--- src/rtl/snpu_rnd_harvester.sv ---
// snpu_rnd_harvester
// Reader for the SNPU random banks. Scans the banks round-robin, freezes each
// one long enough for its output mux to settle, captures the 16-bit word,
// von Neumann debiases it pair by pair and packs surviving bits into bytes on
// a valid/ready stream. A repetition test on captured words latches a sticky
// health failure and parks the reader.
module snpu_rnd_harvester #(
    parameter int N_BANKS   = 32,
    parameter int ADDR_W    = 5,
    parameter int WORD_W    = 16,
    parameter int SETTLE    = 3,
    parameter int REP_LIMIT = 8
) (
    input  logic              clk,
    input  logic              rst,
    input  logic              en,
    output logic              freeze,
    output logic [ADDR_W-1:0] addr,
    input  logic [WORD_W-1:0] rnd_word,
    output logic [7:0]        out_data,
    output logic              out_valid,
    input  logic              out_ready,
    output logic              health_fail
);

    localparam int PAIRS  = WORD_W / 2;
    localparam int PAIR_W = (PAIRS > 1) ? $clog2(PAIRS) : 1;
    localparam int SET_W  = (SETTLE > 1) ? $clog2(SETTLE) : 1;
    localparam int REP_W  = $clog2(REP_LIMIT + 1);

    typedef enum logic [2:0] {
        S_IDLE,
        S_ARM,
        S_HOLD,
        S_CAPTURE,
        S_DEBIAS,
        S_FAIL
    } state_t;

    state_t              state;
    state_t              state_next;
    logic [SET_W-1:0]    settle_cnt;
    logic [PAIR_W-1:0]   pair_idx;
    logic [WORD_W-1:0]   word;
    logic [WORD_W-1:0]   last_word;
    logic [REP_W-1:0]    rep_cnt;
    logic [7:0]          acc;
    logic [2:0]          bit_cnt;

    logic [1:0]          pair;
    logic                keep;
    logic                bit_val;
    logic                slot_free;
    logic                byte_done;
    logic                stall;
    logic                last_pair;
    logic [REP_W-1:0]    rep_next;
    logic                rep_trip;
    logic [ADDR_W-1:0]   addr_inc;

    // Debias decode, byte-slot availability and repetition-test lookahead
    always_comb begin
        pair      = word[{pair_idx, 1'b0} +: 2];
        keep      = pair[1] ^ pair[0];
        bit_val   = pair[1];
        slot_free = !out_valid || out_ready;
        // The eighth kept bit goes straight into out_data, so a full byte
        // never sits in acc; if the slot is busy the pair is simply retried.
        byte_done = keep && (bit_cnt == 3'd7);
        stall     = (state == S_DEBIAS) && byte_done && !slot_free;
        last_pair = (pair_idx == PAIR_W'(PAIRS - 1));
        rep_next  = (rnd_word == last_word) ? rep_cnt + 1'b1 : REP_W'(1);
        rep_trip  = (rep_next >= REP_W'(REP_LIMIT));
        addr_inc  = (addr == ADDR_W'(N_BANKS - 1)) ? '0 : addr + 1'b1;
    end

    // Next-state selection for the scan sequence
    always_comb begin
        state_next = state;
        case (state)
            S_IDLE:    if (en) state_next = S_ARM;
            S_ARM:     state_next = S_HOLD;
            S_HOLD:    if (settle_cnt == SET_W'(SETTLE - 1)) state_next = S_CAPTURE;
            S_CAPTURE: state_next = rep_trip ? S_FAIL : S_DEBIAS;
            S_DEBIAS:  if (!stall && last_pair) state_next = en ? S_ARM : S_IDLE;
            S_FAIL:    state_next = S_FAIL;
            default:   state_next = S_IDLE;
        endcase
    end

    // State register, settle counter and registered freeze (high in HOLD and CAPTURE)
    always_ff @(posedge clk or posedge rst) begin
        if (rst) begin
            state      <= S_IDLE;
            settle_cnt <= '0;
            freeze     <= 1'b0;
        end else begin
            state      <= state_next;
            settle_cnt <= (state == S_HOLD) ? settle_cnt + 1'b1 : '0;
            freeze     <= (state_next == S_HOLD) || (state_next == S_CAPTURE);
        end
    end

    // Word capture, repetition test, sticky health flag and bank advance
    always_ff @(posedge clk or posedge rst) begin
        if (rst) begin
            word        <= '0;
            last_word   <= '0;
            rep_cnt     <= '0;
            health_fail <= 1'b0;
            addr        <= '0;
        end else if (state == S_CAPTURE) begin
            word      <= rnd_word;
            last_word <= rnd_word;
            rep_cnt   <= rep_next;
            if (rep_trip) begin
                health_fail <= 1'b1;
            end else begin
                addr <= addr_inc;
            end
        end
    end

    // Pair walk and bit accumulation; a stalled pair leaves everything untouched
    always_ff @(posedge clk or posedge rst) begin
        if (rst) begin
            pair_idx <= '0;
            acc      <= '0;
            bit_cnt  <= '0;
        end else if (state == S_CAPTURE) begin
            pair_idx <= '0;
        end else if ((state == S_DEBIAS) && !stall) begin
            pair_idx <= last_pair ? '0 : pair_idx + 1'b1;
            if (keep) begin
                acc     <= {acc[6:0], bit_val};
                bit_cnt <= byte_done ? 3'd0 : bit_cnt + 1'b1;
            end
        end
    end

    // Output slot: load a completed byte, otherwise retire an accepted one
    always_ff @(posedge clk or posedge rst) begin
        if (rst) begin
            out_data  <= '0;
            out_valid <= 1'b0;
        end else if ((state == S_DEBIAS) && byte_done && slot_free) begin
            out_data  <= {acc[6:0], bit_val};
            out_valid <= 1'b1;
        end else if (out_valid && out_ready) begin
            out_valid <= 1'b0;
        end
    end

endmodule
--- config.mk ---
export PLATFORM = sky130hd
export DESIGN_NAME = snpu_rnd_harvester
export DESIGN_NICKNAME = d
export VERILOG_FILES = /design/src/rtl/snpu_rnd_harvester.sv
export SDC_FILE = /design/constraint.sdc
export NUM_CORES = 1
export LEC_CHECK = 0
export ABC_AREA = 1
export CORE_MARGIN = 3
export CORE_UTILIZATION = 28
export CTS_BUF_LIST = sky130_fd_sc_hd__clkbuf_16
export DETAILED_ROUTE_END_ITERATION = 7
export GPL_TIMING_DRIVEN = 0
export HOLD_SLACK_MARGIN = 0.15
export SLEW_MARGIN = 25
export SYNTH_ARGS = -nofsm -noshare
export SYNTH_HDL_FRONTEND = slang
export SYNTH_SLANG_ARGS = --single-unit
--- constraint.sdc ---
create_clock -name clk -period 1.69 [get_ports clk]
set_input_delay 0.169 -clock clk [delete_from_list [all_inputs] [get_ports clk]]
set_output_delay 0.169 -clock clk [all_outputs]
set_load 0.01 [all_outputs]
==> results of run 1 <==
per-layer routing:
metal / vias to the layer above / global-route usage, % / part of all wire, %
met4: 0 / 3.61 / 1.4
met5: - / 0 / 0
met3: 7 / 2.14 / 3.7
met1: 1052 / 13.8 / 48
met2: 33 / 18.5 / 47
li1: 1152 / - / -
layout make-up:
cell class	count	share of cell area, %
clock inverter	3	1.71
buffer	8	1.78
timing repair buffer	44	12.6
inverter	42	4.42
tap	129	4.32
clock buffer	5	3.35
sequential	54	36.2
multi-input combinational	225	35.6
synthesized netlist by cell type (all sizes together) (3+ instances only):
library cell / number / area, sq um
o21ai: 38 / 220
nand2: 94 / 370
inv: 42 / 158
dfrtp: 54 / 1350
nor2: 24 / 90.1
xor2: 4 / 35.0
xnor2: 12 / 105
nor3: 3 / 15.0
nand4: 7 / 58.8
ha: 8 / 100
nand3: 22 / 130
buf: 6 / 42.5
a21oi: 5 / 25.0
final timing paths:
kind / slack (ns) / depth (start not counted) / end
min reg2reg: 0.43 / 1 / settle_cnt[0]
min: 0.43 / 1 / settle_cnt[0]
max: 0.03 / 12 / out_data[3]
max in group asynchronous: 0.59 / 4 / pair_idx[1]
max reg2reg: 0.03 / 12 / out_data[3]
min in group asynchronous: 0.65 / 3 / freeze
timing repair:
action,4_1_cts,5_1_grt
hold buffers,1,0
resized for setup,7,42
setup buffers,2,3
hold endpoints to repair,1,0
cloned,1,1
endpoints found under the setup margin,13,29
pin swaps,0,15
metrics by stage:
step                hold WS [ns]  power, mW  worst slack (ns)  utilization, %
floorplan                  0.290       1.35             0.180               -
global placement           0.412       1.42            -0.871            34.9
detailed placement         0.392       1.43            -0.256            35.2
CTS                        0.434       2.74           0.00710            38.0
global route               0.461       2.80            -0.106            39.7
finish                     0.428       2.71            0.0274            39.7
sequential cells by signal, summed over array words and instances (netlist names), 2 cells and up:
| register | cells |
|---|---|
| last_word | 16 |
| out_data | 8 |
| acc | 7 |
| addr | 5 |
| rep_cnt | 4 |
| bit_cnt | 3 |
| pair_idx | 3 |
| state | 3 |
| settle_cnt | 2 |
worst max-delay path: cells and delay by family, from the launching register on:
| kind | cells | cell delay, ns |
|---|---|---|
| AND/OR/NAND/NOR | 9 | 0.72 |
| AO/OA/AOI/OAI | 1 | 0.04 |
| flip-flops | 1 | 0.45 |
| buffers and inverters | 2 | 0.34 |
power breakdown:
group	switching, mW	internal, mW	leakage [nW]
logic	0.0508	0.0599	0.961
registers	0.0000000000000000363	1.29	0.631
clock network	0.461	0.844	0.0915
total	0.512	2.20	1.68
kinds of logic after synthesis:
logic type                 Yosys count
DFF                                 54
AOI/OAI and AO/OA                   48
buffers and inverters               50
and+or+nand+nor                    153
xor gates and xnor gates            16
adders and majority gates            8
==> impl_metrics.env, run 1 <==
export IMPL_portBuffers=35
export IMPL_synthSimpleGateAreaFrac_pct=24.7
export IMPL_gp_congestion=0.792
export IMPL_grt_antenna_before_repair=0
export IMPL_syn2layout_area_growth_pct=34.6
export IMPL_cp_slowest_stage_delay_ns=0.45
export IMPL_min_delay_path_class="reg2reg"
export IMPL_critPathLaunch="pair_idx[0]"
export IMPL_initialDrtViolationCount=73
export IMPL_layout_common_cells="nand2_1 (71), dfrtp_1 (52), inv_1 (37)"
export IMPL_clkSlewWorstSetupHoldPaths_ns=0.07
export IMPL_start_kind="flip-flop"
export IMPL_final_common_cell="nand2_1"
export IMPL_p_leak_nw=1.68
export IMPL_synth_top_family_by_area="simple AND/OR/NAND/NOR gates"
export IMPL_path_common_cell="nand2_1"
export IMPL_finalNonFillerCells=510
export IMPL_hold_violations=0
export IMPL_clkLatencyLatePin_ns=0.29
export IMPL_cp_cell_sequence="buf_6 -> nand2_1 -> nand3_2 -> nand2_1 -> nand2_1 -> nand2_2 -> nand2_2 -> nand2_4 -> nand4_4 -> buf_8 -> nand2_4 -> o21ai_2"
export IMPL_cts_root_buf="clkbuf_16"
export IMPL_grt_util_all_layers_pct=10.9
export IMPL_final_antenna_net_count=0
export IMPL_syn_instance_count=329
export IMPL_synth_compound_area_share_pct=10.5
export IMPL_cellPowerDensity_nw_per_um2=725
export IMPL_rsz0062_at_grt="yes"
export IMPL_firstDrtPassIters=4
export IMPL_finalInstanceArea_sq_um=3730
export IMPL_status="complete, no violations"
export IMPL_ff_latch_area_sq_um=1350
export IMPL_htree_levels=2
export IMPL_finalCriticalPeriod_ns=1.66
export IMPL_critical_path_slowest_cell="dfrtp_2"
export IMPL_clkSinkCount=54
export IMPL_die_area_sq_um=11100
export IMPL_drt_wl_total_microns=5820
export IMPL_path_class="reg2reg"
export IMPL_fp_dieH_microns=106
export IMPL_r2r_start="pair_idx[0]"
export IMPL_syn_nets=357
export IMPL_maxSlewViolCount=0
export IMPL_cts_buffers=5
export IMPL_num_rows=35
export IMPL_finalSetupViolCount=0
export IMPL_dp_cells=494
export IMPL_async_reset_ff_share_pct=100
export IMPL_placed_area_sq_um=3320
export IMPL_grt_remaining_overflow=0
export IMPL_cts_tree="built"
export IMPL_antennaDiodeCount=0
export IMPL_min_from="settle_cnt[0]"
export IMPL_grt_pass1_wl_microns=9930
export IMPL_synthXorXnorAreaFrac_pct=5.05
export IMPL_initial_core_util_pct=29.5
export IMPL_syn_area_sq_um=2780
export IMPL_clock_skew_ns=0.00856
export IMPL_synth_warnings=0
export IMPL_cp_end_kind="flip-flop"
export IMPL_nets=408
export IMPL_cp_required_ns=1.87
export IMPL_grt_max_degree=54
export IMPL_dpl_hpwl_microns=3990
export IMPL_grt_pass1_vias=2203
export IMPL_drc=0
export IMPL_synthMuxAreaShare_pct=0
export IMPL_wl_per_cell_microns=11.4
export IMPL_ioPinCount=36
export IMPL_synthAdderAreaFrac_pct=3.61
export IMPL_fillCellCount=916
export IMPL_ys_ff_latch=54
export IMPL_vdd_ir_drop_max_uv=435
export IMPL_core_sq_um=9420
export IMPL_multi_input_area_sq_um=1330
export IMPL_crit_arrival_ns=1.84
export IMPL_synth_cell_types=30
export IMPL_fmax_mhz=601
export IMPL_finalSetupTns_ns=0
export IMPL_synth_avg_cell_area_sq_um=8.44
export IMPL_cap_violations=0
export IMPL_synth_edff_count=0
export IMPL_drive_gt1_share_pct=19.2
export IMPL_synthFlopType="dfrtp_1"
export IMPL_chipWidth_microns=106
export IMPL_cp_max_fo=7
export IMPL_tightest_slew_ns=0.428
export IMPL_vias=2244
export IMPL_period_share_pct=98.4
export IMPL_vias_per_cell=4.40
export IMPL_yosysSeqAreaShare_pct=48.7
export IMPL_clock_path_buffers=2
export IMPL_slew_headroom_pct=71.5
No activity file was read; power rests on OpenSTA's default activity.
==> run 2, diff against run 1 <==
- GPL_TIMING_DRIVEN: 0 -> default
==> run 2 against run 1 <==
- final cell count fell by 0.98%
- first-iteration DRC count rose by 18%
- combinational power is 5% lower
- utilization down 0.90 points
==> impl_metrics.env, run 2 (synthesis gave the netlist of run 1 again) <==
export IMPL_ioPinCount=36
export IMPL_grt_pass1_vias=2168
export IMPL_power_frac_comb_pct=4.2
export IMPL_die_area_sq_um=11100
export IMPL_grt_max_degree=55
export IMPL_drc=0
export IMPL_core_sq_um=9420
export IMPL_cts_root_buf="clkbuf_16"
export IMPL_clock_path_buffers=2
export IMPL_setup_slack_ns=0.0622
export IMPL_cp_end_kind="flip-flop"
export IMPL_syn2layout_area_growth_pct=31.5
export IMPL_fmax_mhz=614
export IMPL_nets=404
export IMPL_worst_r2r_endpoint="out_data[2]"
export IMPL_postCtsSetupBuffers=0
export IMPL_finalCriticalPeriod_ns=1.63
export IMPL_clkSinkCount=54
export IMPL_hold_buffers=0
export IMPL_p_clk_share_pct=44.4
export IMPL_wl_per_cell_microns=11.3
export IMPL_switchingPower_mw=0.481
export IMPL_p_total_mw=2.51
export IMPL_layout_common_cells="nand2_1 (82), dfrtp_1 (52), inv_1 (37)"
export IMPL_r2r_cells=12
export IMPL_cts_tree="built"
export IMPL_initial_core_util_pct=29.5
export IMPL_fp_dieH_microns=106
export IMPL_drt_wl_total_microns=5680
export IMPL_htree_levels=2
export IMPL_clkLatencyLatePin_ns=0.29
export IMPL_reg2reg_slack_ns=0.06
export IMPL_hold_violations=0
export IMPL_cts_buffers=5
export IMPL_grt_antenna_before_repair=0
export IMPL_finalNonFillerCells=505
export IMPL_rsz0062_at_grt="yes"
export IMPL_tightest_slew_ns=0.304
export IMPL_status="complete, no violations"
export IMPL_period_share_pct=96.3
export IMPL_cp_max_fo=17
export IMPL_regMostFlops="last_word"
export IMPL_final_antenna_net_count=0
export IMPL_largest_reg_flops=16
export IMPL_vias=2213
export IMPL_min_delay_path_class="in2async"
export IMPL_busiest_layer="met2"
export IMPL_gp_congestion=0.783
export IMPL_firstDrtPassIters=6
export IMPL_path_class="reg2reg"
export IMPL_drive_gt1_share_pct=16.5
export IMPL_antennaDiodeCount=0
export IMPL_vdd_ir_drop_max_uv=422
export IMPL_internal_power_mw=2.03
export IMPL_chipWidth_microns=106
export IMPL_use_met2_pct=17.8
export IMPL_finalSetupTns_ns=0
export IMPL_maxSlewViolCount=0
export IMPL_finalInstanceArea_sq_um=3650
export IMPL_finalSetupViolCount=0
export IMPL_dp_cells=496
export IMPL_start_kind="flip-flop"
export IMPL_crit_arrival_ns=1.80
export IMPL_num_rows=35
export IMPL_use_met3_pct=2.88
export IMPL_clkSlewWorstSetupHoldPaths_ns=0.06
export IMPL_grt_remaining_overflow=0
export IMPL_switching_share_pct=19.1
export IMPL_dpl_hpwl_microns=4150
export IMPL_fillCellCount=950
export IMPL_largestRegisters="last_word: 16 flops, out_data: 8 flops, acc: 7 flops"
export IMPL_initialDrtViolationCount=86
export IMPL_final_common_cell="nand2_1"
export IMPL_r2r_start="pair_idx[0]"
export IMPL_cp_required_ns=1.86
export IMPL_seq_power_share_pct=51.4
export IMPL_grt_pass1_wl_microns=9670
export IMPL_cap_violations=0
export IMPL_placed_area_sq_um=3360
export IMPL_met1_usage_pct=13.3
export IMPL_clock_skew_ns=0.00708
export IMPL_cellPowerDensity_nw_per_um2=689
export IMPL_portBuffers=35
export IMPL_vias_per_cell=4.38
export IMPL_p_leak_nw=1.66
export IMPL_place_ws_ns=-0.146
export IMPL_grt_util_all_layers_pct=10.6
export IMPL_slew_headroom_pct=79.7
## run 2: stage by stage
| stage | hold slack, ns | utilization, % |
|---|---|---|
| 2_1_floorplan | 0.290 | - |
| 6_report | 0.236 | 38.8 |
| 3_3_place_gp | 0.413 | 35.7 |
| 3_5_place_dp | 0.427 | 35.7 |
| 5_1_grt | 0.285 | 38.8 |
| 4_1_cts | 0.264 | 37.4 |
## run 2: worst max-delay path, stage by stage (launching register included)
cell and delay, ns:
dfrtp_2 0.45, buf_6 0.14, nand2_1 0.07, nand3_2 0.08, nand2_1 0.07, nand2_1 0.06
nand2_2 0.08, nand2_2 0.07, nand2_4 0.10, nand4_4 0.08, buf_12 0.17, nand2_1 0.08
o21ai_2 0.06
## run 2: per-layer routing
layer	vias to the layer above	wire length (microns)
met5	-	0
met4	0	87
met1	1036	2610
li1	1139	-
met2	29	2750
met3	9	232
## run 2: worst max path at each step
stage	startpoint	endpoint	slack, ns	cells after the start
finish	pair_idx[0]	out_data[2]	0.06	12
CTS	pair_idx[0]	bit_cnt[0]	0.03	12
global placement	rnd_word[5]	addr[0]	-0.12	10
floorplan	pair_idx[0]	out_data[0]	0.18	12
detailed placement	rnd_word[7]	addr[2]	-0.15	10
global route	pair_idx[0]	bit_cnt[1]	-0.03	10
## run 2: layout make-up
type	count	area, sq um	area share, %
clock buffers	5	125	3.43
clock inverters	2	33.8	0.926
inverters	42	160	4.39
multi-input cells	225	1290	35.3
flip-flops and latches	54	1350	37.1
well taps	129	161	4.42
repair buffers	48	528	14.5
## run 2: power by group through the flow
stage | clock (mW) | combinational, mW | sequential, mW
finish | 1.12 | 0.105 | 1.29
global route | 1.20 | 0.118 | 1.29
CTS | 1.15 | 0.108 | 1.29
detailed placement | 0 | 0.107 | 1.32
global placement | 0 | 0.107 | 1.32
floorplan | 0 | 0.0372 | 1.32
## run 2: what timing repair did
| action | CTS | global route |
|---|---|---|
| hold endpoints to repair | 0 | 0 |
| setup endpoints to repair | 0 | 28 |
| resized for setup | 0 | 23 |
==> run 3, diff against run 2 <==
- CORE_UTILIZATION: 28 -> 35
- DONT_BUFFER_PORTS: default -> 1
- clock period: 1.69 -> 1.6 ns (I/O delays scaled with it)
==> run 3 against run 2 <==
- the flow now finishes with violations (setup timing)
- utilization increased by 9.7 points
- final cell count is 7.3% lower
- non-clock buffer count is 8 lower
- global-route usage increased by 2.8 points
- power increased by 0.99%
- clock skew is 0.0047 ns lower
- critical path depth unchanged
- die area is 19% lower
- worst setup slack lost 0.067 ns
- register-to-register slack worse by 0.07 ns
- via count is 1.0% higher
- clock power fell by 4%
- critical endpoint is now acc[3]
==> impl_metrics.env, run 3 (synthesis gave the netlist of run 1 again) <==
export IMPL_cts_root_buf="clkbuf_16"
export IMPL_fmax_mhz=623
export IMPL_worst_r2r_endpoint="acc[3]"
export IMPL_drive_gt1_share_pct=30.1
export IMPL_chipWidth_microns=95.0
export IMPL_ioPinCount=36
export IMPL_clkLatencyLatePin_ns=0.29
export IMPL_finalSetupTns_ns=-0.00840
export IMPL_path_common_cell="nand2_2"
export IMPL_wl_per_cell_microns=12.7
export IMPL_critPathLaunch="pair_idx[0]"
export IMPL_firstDrtPassIters=4
export IMPL_cap_violations=0
export IMPL_min_delay_path_class="in2reg"
export IMPL_largest_reg_flops=16
export IMPL_path_class="reg2reg"
export IMPL_cp_end_kind="flip-flop"
export IMPL_vias=2236
export IMPL_crit_cells=12
export IMPL_setup_slack_ns=-0.00453
export IMPL_antennaDiodeCount=0
export IMPL_start_kind="flip-flop"
export IMPL_regMostFlops="last_word"
export IMPL_r2r_cells=12
export IMPL_layout_common_cells="nand2_1 (53), dfrtp_1 (52), inv_1 (38)"
export IMPL_cp_required_ns=1.78
export IMPL_grt_util_all_layers_pct=13.4
export IMPL_htree_levels=2
export IMPL_grt_remaining_overflow=0
export IMPL_hold_violations=0
export IMPL_final_common_cell="nand2_1"
export IMPL_maxSlewViolCount=0
export IMPL_cts_buffers=5
export IMPL_grt_max_degree=35
export IMPL_cp_top_family="simple AND/OR/NAND/NOR gates"
export IMPL_violations="setup timing"
export IMPL_die_area_sq_um=9030
export IMPL_clock_skew_ns=0.00237
export IMPL_clkSlewWorstSetupHoldPaths_ns=0.07
export IMPL_clock_path_buffers=2
export IMPL_dpl_hpwl_microns=4020
export IMPL_slew_headroom_pct=66.6
export IMPL_critical_path_slowest_cell="dfrtp_2"
export IMPL_tightest_slew_ns=0.500
export IMPL_core_sq_um=7490
export IMPL_initial_core_util_pct=37.1
export IMPL_drc=0
export IMPL_grt_pass1_wl_microns=9540
export IMPL_cp_slowest_stage_delay_ns=0.44
export IMPL_grt_pass1_vias=2209
export IMPL_syn2layout_area_growth_pct=30.6
export IMPL_initialDrtViolationCount=70
export IMPL_finalSetupViolCount=2
export IMPL_cellPowerDensity_nw_per_um2=701
export IMPL_nets=396
export IMPL_period_share_pct=100
export IMPL_finalInstanceArea_sq_um=3620
export IMPL_p_leak_nw=1.67
export IMPL_fp_dieH_microns=95.0
export IMPL_cp_max_fo=5
export IMPL_crit_arrival_ns=1.79
export IMPL_crit_end="acc[3]"
export IMPL_num_rows=31
export IMPL_portBuffers=0
export IMPL_vias_per_cell=4.78
export IMPL_final_antenna_net_count=0
export IMPL_reg2reg_slack_ns=-0.005
export IMPL_grt_antenna_before_repair=0
export IMPL_largestRegisters="last_word: 16 flops, out_data: 8 flops, acc: 7 flops"
export IMPL_finalCriticalPeriod_ns=1.60
export IMPL_rsz0062_at_grt="yes"
export IMPL_hold_depth=3
export IMPL_gp_congestion=0.835
export IMPL_status="complete, but fails checks"
export IMPL_placed_area_sq_um=3010
export IMPL_place_ws_ns=-0.0247
export IMPL_r2r_start="pair_idx[0]"
export IMPL_dp_cells=436
export IMPL_finalNonFillerCells=468
export IMPL_drt_wl_total_microns=5930
export IMPL_cp_cell_sequence="buf_6 -> nand2_2 -> nand3_2 -> nand2_2 -> nand2_2 -> nand2_2 -> nand2_2 -> nand2_4 -> o211ai_4 -> buf_6 -> nand2_2 -> o21ai_2"
export IMPL_fin_hold_ws_ns=0.226
export IMPL_clkSinkCount=54
export IMPL_vdd_ir_drop_max_uv=401
export IMPL_path_buf_inv=2
export IMPL_cts_tree="built"
## run 3: cell count changes in the layout (fill, tap and decap cells not counted), sizes merged
| cell | before | now |
|---|---|---|
| clkdlybuf4s50 | 35 | 0 |
| dlygate4sd3 | 0 | 18 |
| buf | 11 | 22 |
| clkbuf | 7 | 5 |
| bufinv | 1 | 0 |
| clkinvlp | 0 | 1 |
| inv | 42 | 43 |
## run 3: worst reg2reg max path, stage by stage (launching register included)
cell and delay, ns:
dfrtp_2 0.44, buf_6 0.15, nand2_2 0.05, nand3_2 0.08, nand2_2 0.09, nand2_2 0.05, nand2_2 0.08, nand2_2 0.07
nand2_4 0.09, o211ai_4 0.11, buf_6 0.17, nand2_2 0.06, o21ai_2 0.05
## run 3: worst min path at each step
stage / to / start / slack [ns]
after floorplan: last_word[0] / rnd_word[0] / 0.28
after global placement: settle_cnt[0] / rst / 0.11
after detailed placement: settle_cnt[0] / rst / 0.11
after CTS: out_valid / out_ready / 0.21
after global routing: state[2] / out_ready / 0.27
final: state[2] / out_ready / 0.23
## run 3: final cells by class
type | count | area [sq um]
clock buffers | 5 | 125
repair buffers | 40 | 405
multi-input cells | 225 | 1440
fillers | 698 | 3860
well taps | 99 | 124
flip-flops and latches | 54 | 1350
inverters | 42 | 160
clock inverters | 3 | 20.0
## run 3: layer usage
metal  track usage [%]  vias to the layer above  routed length, microns
li1                  -                     1129                       -
met1              16.6                     1064                    2740
met2              22.1                       37                    2800
met3              4.26                        6                     315
met4              4.57                        0                      74
met5                 0                        -                       0
## run 3: what timing repair did
action | in CTS | in global routing
hold endpoints to repair | 38 | 0
pin swaps | 0 | 25
setup buffers | 0 | 4
cloned | 0 | 2
hold buffers | 18 | 0
gates resized for setup | 6 | 69
setup endpoints to repair | 19 | 30
## run 3: report_power, final
group / switching (mW) / total (mW) / internal (mW)
Sequential: 0.0000000000000000761 / 1.36 / 1.36
Clock: 0.501 / 1.08 / 0.581
Combinational: 0.0441 / 0.0930 / 0.0490
## run 3: stage by stage
| stage | util, % | power, mW |
|---|---|---|
| global route | 48.4 | 2.63 |
| global placement | 40.2 | 1.45 |
| floorplan | - | 1.43 |
| finish | 48.4 | 2.54 |
| detailed placement | 40.2 | 1.45 |
| CTS | 44.8 | 2.57 |
